<file path="src/rtl/ps2_scan_rx_if.sv">
// ---------------------------------------------------------------------------
// ps2_scan_rx_if
// Output bundle of the PS/2 receive front end: make codes and status pulses
// handed to the command/LED control stage.
//
// Signals:
//   PS2_Done_Sig  one-cycle pulse, new make code present on PS2_Data
//   PS2_Data      last accepted make code, held between pulses
//   PS2_Ext_Sig   PS2_Data was E0-prefixed, updated together with Done
//   PS2_Err_Sig   one-cycle pulse, frame error or mid-frame timeout
//
// Modports:
//   master  receiver side (drives the bundle)
//   slave   consumer side
// ---------------------------------------------------------------------------
interface ps2_scan_rx_if;
    logic       PS2_Done_Sig;
    logic [7:0] PS2_Data;
    logic       PS2_Ext_Sig;
    logic       PS2_Err_Sig;

    modport master (
        output PS2_Done_Sig,
        output PS2_Data,
        output PS2_Ext_Sig,
        output PS2_Err_Sig
    );

    modport slave (
        input PS2_Done_Sig,
        input PS2_Data,
        input PS2_Ext_Sig,
        input PS2_Err_Sig
    );
endinterface

</file>
<file path="src/rtl/ps2_scan_rx.sv">
// ---------------------------------------------------------------------------
// ps2_scan_rx
// PS/2 keyboard receive front end. Synchronises the raw pad pins, debounces
// the PS/2 clock, deframes 11-bit device-to-host frames and strips the F0
// (break) and E0 (extended) prefixes. Only make codes reach the output;
// release codes are swallowed.
//
// Ports:
//   CLK          system clock, all logic on rising edge
//   RST          synchronous reset, active-high, overrides everything
//   PS2_CLK_Pin  raw PS/2 clock from pad (asynchronous)
//   PS2_DAT_Pin  raw PS/2 data from pad (asynchronous)
//   code_bus     make code / done / ext / error outputs (master modport)
//
// Parameters:
//   FILTER_LEN      identical synced samples needed to move the filtered
//                   clock level (2..255)
//   TIMEOUT_CYCLES  idle cycles tolerated mid-frame before abort
//
// FSM states:
//   state | meaning
//   IDLE  | waiting for a start bit (falling edge with data low)
//   RECV  | shifting in bits 2..11, timeout counter running
//   CHECK | one cycle: validate frame, handle prefixes, emit code or error
// ---------------------------------------------------------------------------
module ps2_scan_rx #(
    parameter int unsigned FILTER_LEN     = 8,
    parameter int unsigned TIMEOUT_CYCLES = 50000
) (
    input  logic                CLK,
    input  logic                RST,
    input  logic                PS2_CLK_Pin,
    input  logic                PS2_DAT_Pin,
    ps2_scan_rx_if.master       code_bus
);

    localparam int unsigned TO_W = (TIMEOUT_CYCLES < 2) ? 1 : $clog2(TIMEOUT_CYCLES + 1);

    localparam logic [7:0]      FILT_TC = 8'(FILTER_LEN - 1);
    localparam logic [TO_W-1:0] TO_TC   = TO_W'(TIMEOUT_CYCLES - 1);
    localparam logic [TO_W-1:0] TO_ONE  = TO_W'(1);

    localparam logic [7:0] CODE_BREAK = 8'hF0;
    localparam logic [7:0] CODE_EXT   = 8'hE0;

    typedef enum logic [1:0] {
        IDLE  = 2'd0,
        RECV  = 2'd1,
        CHECK = 2'd2
    } state_t;

    // -----------------------------------------------------------------------
    // Input synchronisers and clock glitch filter
    // -----------------------------------------------------------------------
    logic       clk_s1, clk_s2;
    logic       dat_s1, dat_s2;
    logic       filt_clk;
    logic [7:0] filt_cnt;
    logic       sample;

    always_ff @(posedge CLK) begin
        if (RST) begin
            clk_s1   <= 1'b1;
            clk_s2   <= 1'b1;
            dat_s1   <= 1'b1;
            dat_s2   <= 1'b1;
            filt_clk <= 1'b1;
            filt_cnt <= 8'd0;
        end else begin
            clk_s1 <= PS2_CLK_Pin;
            clk_s2 <= clk_s1;
            dat_s1 <= PS2_DAT_Pin;
            dat_s2 <= dat_s1;
            if (clk_s2 != filt_clk) begin
                if (filt_cnt == FILT_TC) begin
                    filt_clk <= clk_s2;
                    filt_cnt <= 8'd0;
                end else begin
                    filt_cnt <= filt_cnt + 8'd1;
                end
            end else begin
                filt_cnt <= 8'd0;
            end
        end
    end

    // Fires in the cycle the filtered clock is about to drop; data is taken
    // from the synced pin in the same cycle, so both paths see equal delay.
    assign sample = filt_clk && !clk_s2 && (filt_cnt == FILT_TC);

    // -----------------------------------------------------------------------
    // Deframer FSM
    // -----------------------------------------------------------------------
    state_t          state, state_n;
    logic [3:0]      bit_cnt, bit_cnt_n;
    logic [10:0]     frame, frame_n;
    logic [TO_W-1:0] to_cnt, to_cnt_n;
    logic            break_pend, break_pend_n;
    logic            ext_pend, ext_pend_n;
    logic [7:0]      data_q, data_n;
    logic            ext_q, ext_n;
    logic            done_q, done_n;
    logic            err_q, err_n;

    logic [7:0]      code;
    logic            frame_ok;

    // frame[0]=start, [8:1]=data LSB first, [9]=parity, [10]=stop
    assign code     = frame[8:1];
    assign frame_ok = !frame[0] && (^frame[9:1]) && frame[10];

    always_ff @(posedge CLK) begin
        if (RST) begin
            state      <= IDLE;
            bit_cnt    <= 4'd0;
            frame      <= 11'd0;
            to_cnt     <= '0;
            break_pend <= 1'b0;
            ext_pend   <= 1'b0;
            data_q     <= 8'h00;
            ext_q      <= 1'b0;
            done_q     <= 1'b0;
            err_q      <= 1'b0;
        end else begin
            state      <= state_n;
            bit_cnt    <= bit_cnt_n;
            frame      <= frame_n;
            to_cnt     <= to_cnt_n;
            break_pend <= break_pend_n;
            ext_pend   <= ext_pend_n;
            data_q     <= data_n;
            ext_q      <= ext_n;
            done_q     <= done_n;
            err_q      <= err_n;
        end
    end

    always_comb begin
        state_n      = state;
        bit_cnt_n    = bit_cnt;
        frame_n      = frame;
        to_cnt_n     = to_cnt;
        break_pend_n = break_pend;
        ext_pend_n   = ext_pend;
        data_n       = data_q;
        ext_n        = ext_q;
        done_n       = 1'b0;
        err_n        = 1'b0;

        case (state)
            IDLE: begin
                to_cnt_n = '0;
                if (sample && !dat_s2) begin
                    frame_n   = {dat_s2, frame[10:1]};
                    bit_cnt_n = 4'd1;
                    state_n   = RECV;
                end
            end

            RECV: begin
                if (sample) begin
                    frame_n   = {dat_s2, frame[10:1]};
                    bit_cnt_n = bit_cnt + 4'd1;
                    to_cnt_n  = '0;
                    if (bit_cnt == 4'd10) begin
                        state_n = CHECK;
                    end
                end else if (to_cnt == TO_TC) begin
                    err_n        = 1'b1;
                    break_pend_n = 1'b0;
                    ext_pend_n   = 1'b0;
                    to_cnt_n     = '0;
                    state_n      = IDLE;
                end else begin
                    to_cnt_n = to_cnt + TO_ONE;
                end
            end

            CHECK: begin
                state_n = IDLE;
                if (!frame_ok) begin
                    err_n        = 1'b1;
                    break_pend_n = 1'b0;
                    ext_pend_n   = 1'b0;
                end else if (code == CODE_BREAK) begin
                    break_pend_n = 1'b1;
                end else if (code == CODE_EXT) begin
                    ext_pend_n = 1'b1;
                end else if (break_pend) begin
                    // Release of a key: drop it along with any E0 before it.
                    break_pend_n = 1'b0;
                    ext_pend_n   = 1'b0;
                end else begin
                    data_n     = code;
                    ext_n      = ext_pend;
                    done_n     = 1'b1;
                    ext_pend_n = 1'b0;
                end
            end

            default: begin
                state_n = IDLE;
            end
        endcase
    end

    assign code_bus.PS2_Done_Sig = done_q;
    assign code_bus.PS2_Data     = data_q;
    assign code_bus.PS2_Ext_Sig  = ext_q;
    assign code_bus.PS2_Err_Sig  = err_q;

endmodule
</file>
<file path="src/flat_wrapper.sv">
// flat-port wrapper written by rule: the top's interface ports become plain ports
module ps2_scan_rx_flat 
#(
    parameter int unsigned FILTER_LEN     = 8,
    parameter int unsigned TIMEOUT_CYCLES = 50000
)
  (CLK, RST, PS2_CLK_Pin, PS2_DAT_Pin, code_bus_PS2_Done_Sig, code_bus_PS2_Data, code_bus_PS2_Ext_Sig, code_bus_PS2_Err_Sig);
  ps2_scan_rx_if code_bus_i ();
  input  logic CLK;
  input  logic RST;
  input  logic PS2_CLK_Pin;
  input  logic PS2_DAT_Pin;
  output wire logic [$bits(code_bus_i.PS2_Done_Sig)-1:0] code_bus_PS2_Done_Sig;
  output wire logic [$bits(code_bus_i.PS2_Data)-1:0] code_bus_PS2_Data;
  output wire logic [$bits(code_bus_i.PS2_Ext_Sig)-1:0] code_bus_PS2_Ext_Sig;
  output wire logic [$bits(code_bus_i.PS2_Err_Sig)-1:0] code_bus_PS2_Err_Sig;
  assign code_bus_PS2_Done_Sig = code_bus_i.PS2_Done_Sig;
  assign code_bus_PS2_Data = code_bus_i.PS2_Data;
  assign code_bus_PS2_Ext_Sig = code_bus_i.PS2_Ext_Sig;
  assign code_bus_PS2_Err_Sig = code_bus_i.PS2_Err_Sig;
  ps2_scan_rx #(.FILTER_LEN(FILTER_LEN), .TIMEOUT_CYCLES(TIMEOUT_CYCLES)) u_core (.CLK(CLK), .RST(RST), .PS2_CLK_Pin(PS2_CLK_Pin), .PS2_DAT_Pin(PS2_DAT_Pin), .code_bus(code_bus_i));
endmodule
</file>
<file path="config.mk">
export PLATFORM = sky130hd
export DESIGN_NAME = ps2_scan_rx_flat
export DESIGN_NICKNAME = d
export VERILOG_FILES = /design/src/rtl/ps2_scan_rx_if.sv /design/src/rtl/ps2_scan_rx.sv /design/src/flat_wrapper.sv
export SDC_FILE = /design/constraint.sdc
export NUM_CORES = 1
export LEC_CHECK = 0
export CORE_ASPECT_RATIO = 0.5
export CORE_MARGIN = 2
export CORE_UTILIZATION = 58
export DETAILED_ROUTE_END_ITERATION = 10
export GPL_TIMING_DRIVEN = 0
export PLACE_DENSITY = 0.8
export SYNTH_ARGS = -nofsm -noshare
export SYNTH_HDL_FRONTEND = slang
export SYNTH_SLANG_ARGS = --single-unit
</file>
<file path="constraint.sdc">
create_clock -name CLK -period 2.7 [get_ports CLK]
set_clock_uncertainty 0.1 [all_clocks]
set_input_delay 0.405 -clock CLK [delete_from_list [all_inputs] [get_ports CLK]]
set_output_delay 0.405 -clock CLK [all_outputs]
set_load 0.02 [all_outputs]
</file>
==> run metrics <==
RSZ-0062 raised after global routing=no; top-area cell type share of the netlist area=0.426; Fillers=325; initial antenna violation count=0; combinational share of power=0.011; Worst-Skew Late Latency=~0.35 ns; dpl hpwl=roughly 3800 um; Post-synth EDFFs=0; vias in the first global route=approximately 2.1k; Routed Antenna Nets=0; Critical Setup Path Class=flop to flop; core area=0.00449 sq mm; worst IR drop on VDD=around 410 uV; top routing layer used=met4; reg2reg end=u_core.code_bus.PS2_Ext_Sig; Final min period=2.51 ns; crit path DAT=2.65 ns; Initial Util=0.618; I/O pin total=15; Async SR Flop Fraction=0; CTS Sinks=59; Worst R2R Start=u_core.frame[3]; syn_nets=316; max cap viols=0; HP Class=flop to flop; Final Worst Setup Slack=0.191 ns; Reg clk slew, reported paths=~0.07 ns; post-synth cell types=47; Mean Syn Cell Area=between 9 and 10 sq um; row count=17; clock power share=0.543; Worst Setup SP=u_core.frame[3]; Synthesis Warnings=0; outcome=finished clean; #FFs+latches synth=59; Overflow after GRT=0; Setup WS pre-CTS=about 0.23 ns; Nets=340; number of I/O port buffers=13; Tot GR Track Use=0.243; drt initial violations=between 100 and 150; Syn-to-layout area delta=17.4%; period utilisation layout=0.929; synthesized area=0.00277 sq mm; Lkg Pwr=1.13 nW; most frequent cell after synthesis=dfxtp_1; crit end category=flop; vias per cell=5.65; setup violators final=0; prevailing post-synth register cell=dfxtp_1; Worst Reg2Reg Path Length in Cells=8; Hold Vio Cnt, Final=0; switch share=0.193; switching pwr=~0.38 mW; Flop pwr share=0.446; synthesized instance count=299; Slew @ Worst Pin=0.643 ns; Vias=2228; Post-Route WL=just under 6000 um; H-tree depth=3; power density cells=603 mW/mm^2; crit path capture=u_core.code_bus.PS2_Ext_Sig; First-pass DRT Iterations=4; reg2reg setup slack=0.19 ns; CTS root buffer=clkbuf_8; setup TNS=0 ns; Slew HR=0.567; post-synthesis sequential area ratio=0.426; Tot Pwr=1.96 mW; M1 WL=2510 um; clock buffer depth=2; ranking of synthesized cells by area=dfxtp_1, nor2_1, ha_1; Power Internal=~1.6 mW; met2 WL=2900 um; fmax=399 MHz; CP Launch Type=flop; fin. max-slew vios=0; largest net degree at the start of global routing=12; n_diodes=0; worst-path fanout max=10; drt wl/cell=14.7 um; most common library cells after synthesis=dfxtp_1, nor2_1, nand2_1, nand3_1, xor2_1; area leader, netlist=dfxtp_1; CTS buffer count=9; global-route wire length before repair=approximately 9600 um; gp weighted congestion=0.861; met3 wire len=302 um; CP required=around 2.8 ns; die width=102 um; residual DRC count=0; Die Ht=52.9 um; CTS tree=yes; Post-CTS Setup Inserts=0; hold_buf cts=0; share of layout cells above drive strength 1=0.128; Die Area=0.00539 sq mm
==> critical path, cell delays in order, from the launching register on <==
cell     delay [ns]
dfxtp_1        0.39
inv_1          0.08
ha_1           0.31
xnor3_1        0.36
xnor2_1        0.20
nor3_4         0.39
buf_2          0.29
nand2_1        0.13
mux2i_1        0.14
==> through the flow <==
stage / cells / instance area (sq um) / hold slack (ns) / utilization
finish: 394 / 3260 / 0.313 / 0.725
global route: 394 / 3260 / 0.324 / 0.725
CTS: 394 / 3250 / 0.316 / 0.724
detailed placement: 378 / 2990 / 0.298 / 0.665
global placement: 378 / 2990 / 0.291 / 0.665
floorplan: 299 / 2770 / 0.289 / -
==> worst min path at each step <==
stage	from	endpoint	slack (ns)	cells after the start
after floorplan	u_core.clk_s1	u_core.clk_s2	0.29	1
after global placement	u_core.clk_s1	u_core.clk_s2	0.29	1
after detailed placement	u_core.dat_s1	u_core.dat_s2	0.30	1
after CTS	u_core.dat_s1	u_core.dat_s2	0.32	1
after global routing	u_core.dat_s1	u_core.dat_s2	0.32	1
final	u_core.dat_s1	u_core.dat_s2	0.31	1
==> power by group through the flow <==
stage	clock (mW)	combinational, mW	sequential, mW
floorplan	0	0.0142	0.894
global placement	0	0.0214	0.895
detailed placement	0	0.0223	0.895
CTS	1.07	0.0228	0.875
global route	1.11	0.0248	0.875
finish	1.07	0.0224	0.876
==> cell families after synthesis <==
kind of cell	after synthesis	synth area share
simple gates	124	0.235
flops	59	0.426
compound gates	42	0.118
xor+xnor	25	0.0839
buf+inv	24	0.0356
fa+ha+maj	13	0.0586
mux	12	0.0433
==> state kept, by name, indices dropped and copies added (netlist names), 2 cells and up <==
name,count
u_core.code_bus.PS2_Data,8
u_core.filt_cnt,8
u_core.state,2
u_core.bit_cnt,4
u_core.frame,11
u_core.to_cnt,16
==> timing repair <==
item / CTS / global route
setup endpoints to repair: 0 / 1
gates resized for setup: 0 / 1
hold endpoints to repair: 0 / 0
==> routing by layer <==
metal / vias up / GRT usage
li1: 1089 / -
met1: 1081 / 0.269
met2: 47 / 0.427
met3: 11 / 0.102
met4: 0 / 0.0878
met5: - / 0
==> cell type report <==
type	count	area, sq um	area share
plain buffers	12	53.8	0.0165
well taps	66	82.6	0.0254
repair buffers	13	130	0.0400
clock buffers	9	124	0.0380
inverters	12	45.0	0.0138
clock inverters	7	140	0.0430
flip-flops and latches	59	1180	0.363
multi-input cells	216	1500	0.460
==> cells in the final DEF, fill, tap and decap left out, types with 2 or more instances in the layout <==
cell / count
or3_1: 2
and3_1: 5
clkdlybuf4s50_1: 13
a21oi_1: 12
clkinvlp_4: 2
a311oi_1: 2
dfxtp_1: 59
mux2i_1: 12
buf_4: 2
bufinv_16: 4
xnor2_1: 7
and4_1: 2
o21ai_0: 5
nand4_1: 8
nand2b_1: 4
o211ai_1: 2
nor3_1: 5
a21bo_2: 8
xor2_1: 17
nand3_1: 17
clkbuf_1: 8
clkbuf_8: 9
a31oi_1: 4
inv_1: 12
nand2_1: 18
nor2_1: 44
nand3b_1: 3
or2_2: 5
ha_1: 13
No activity file was read; power rests on OpenSTA's default activity.
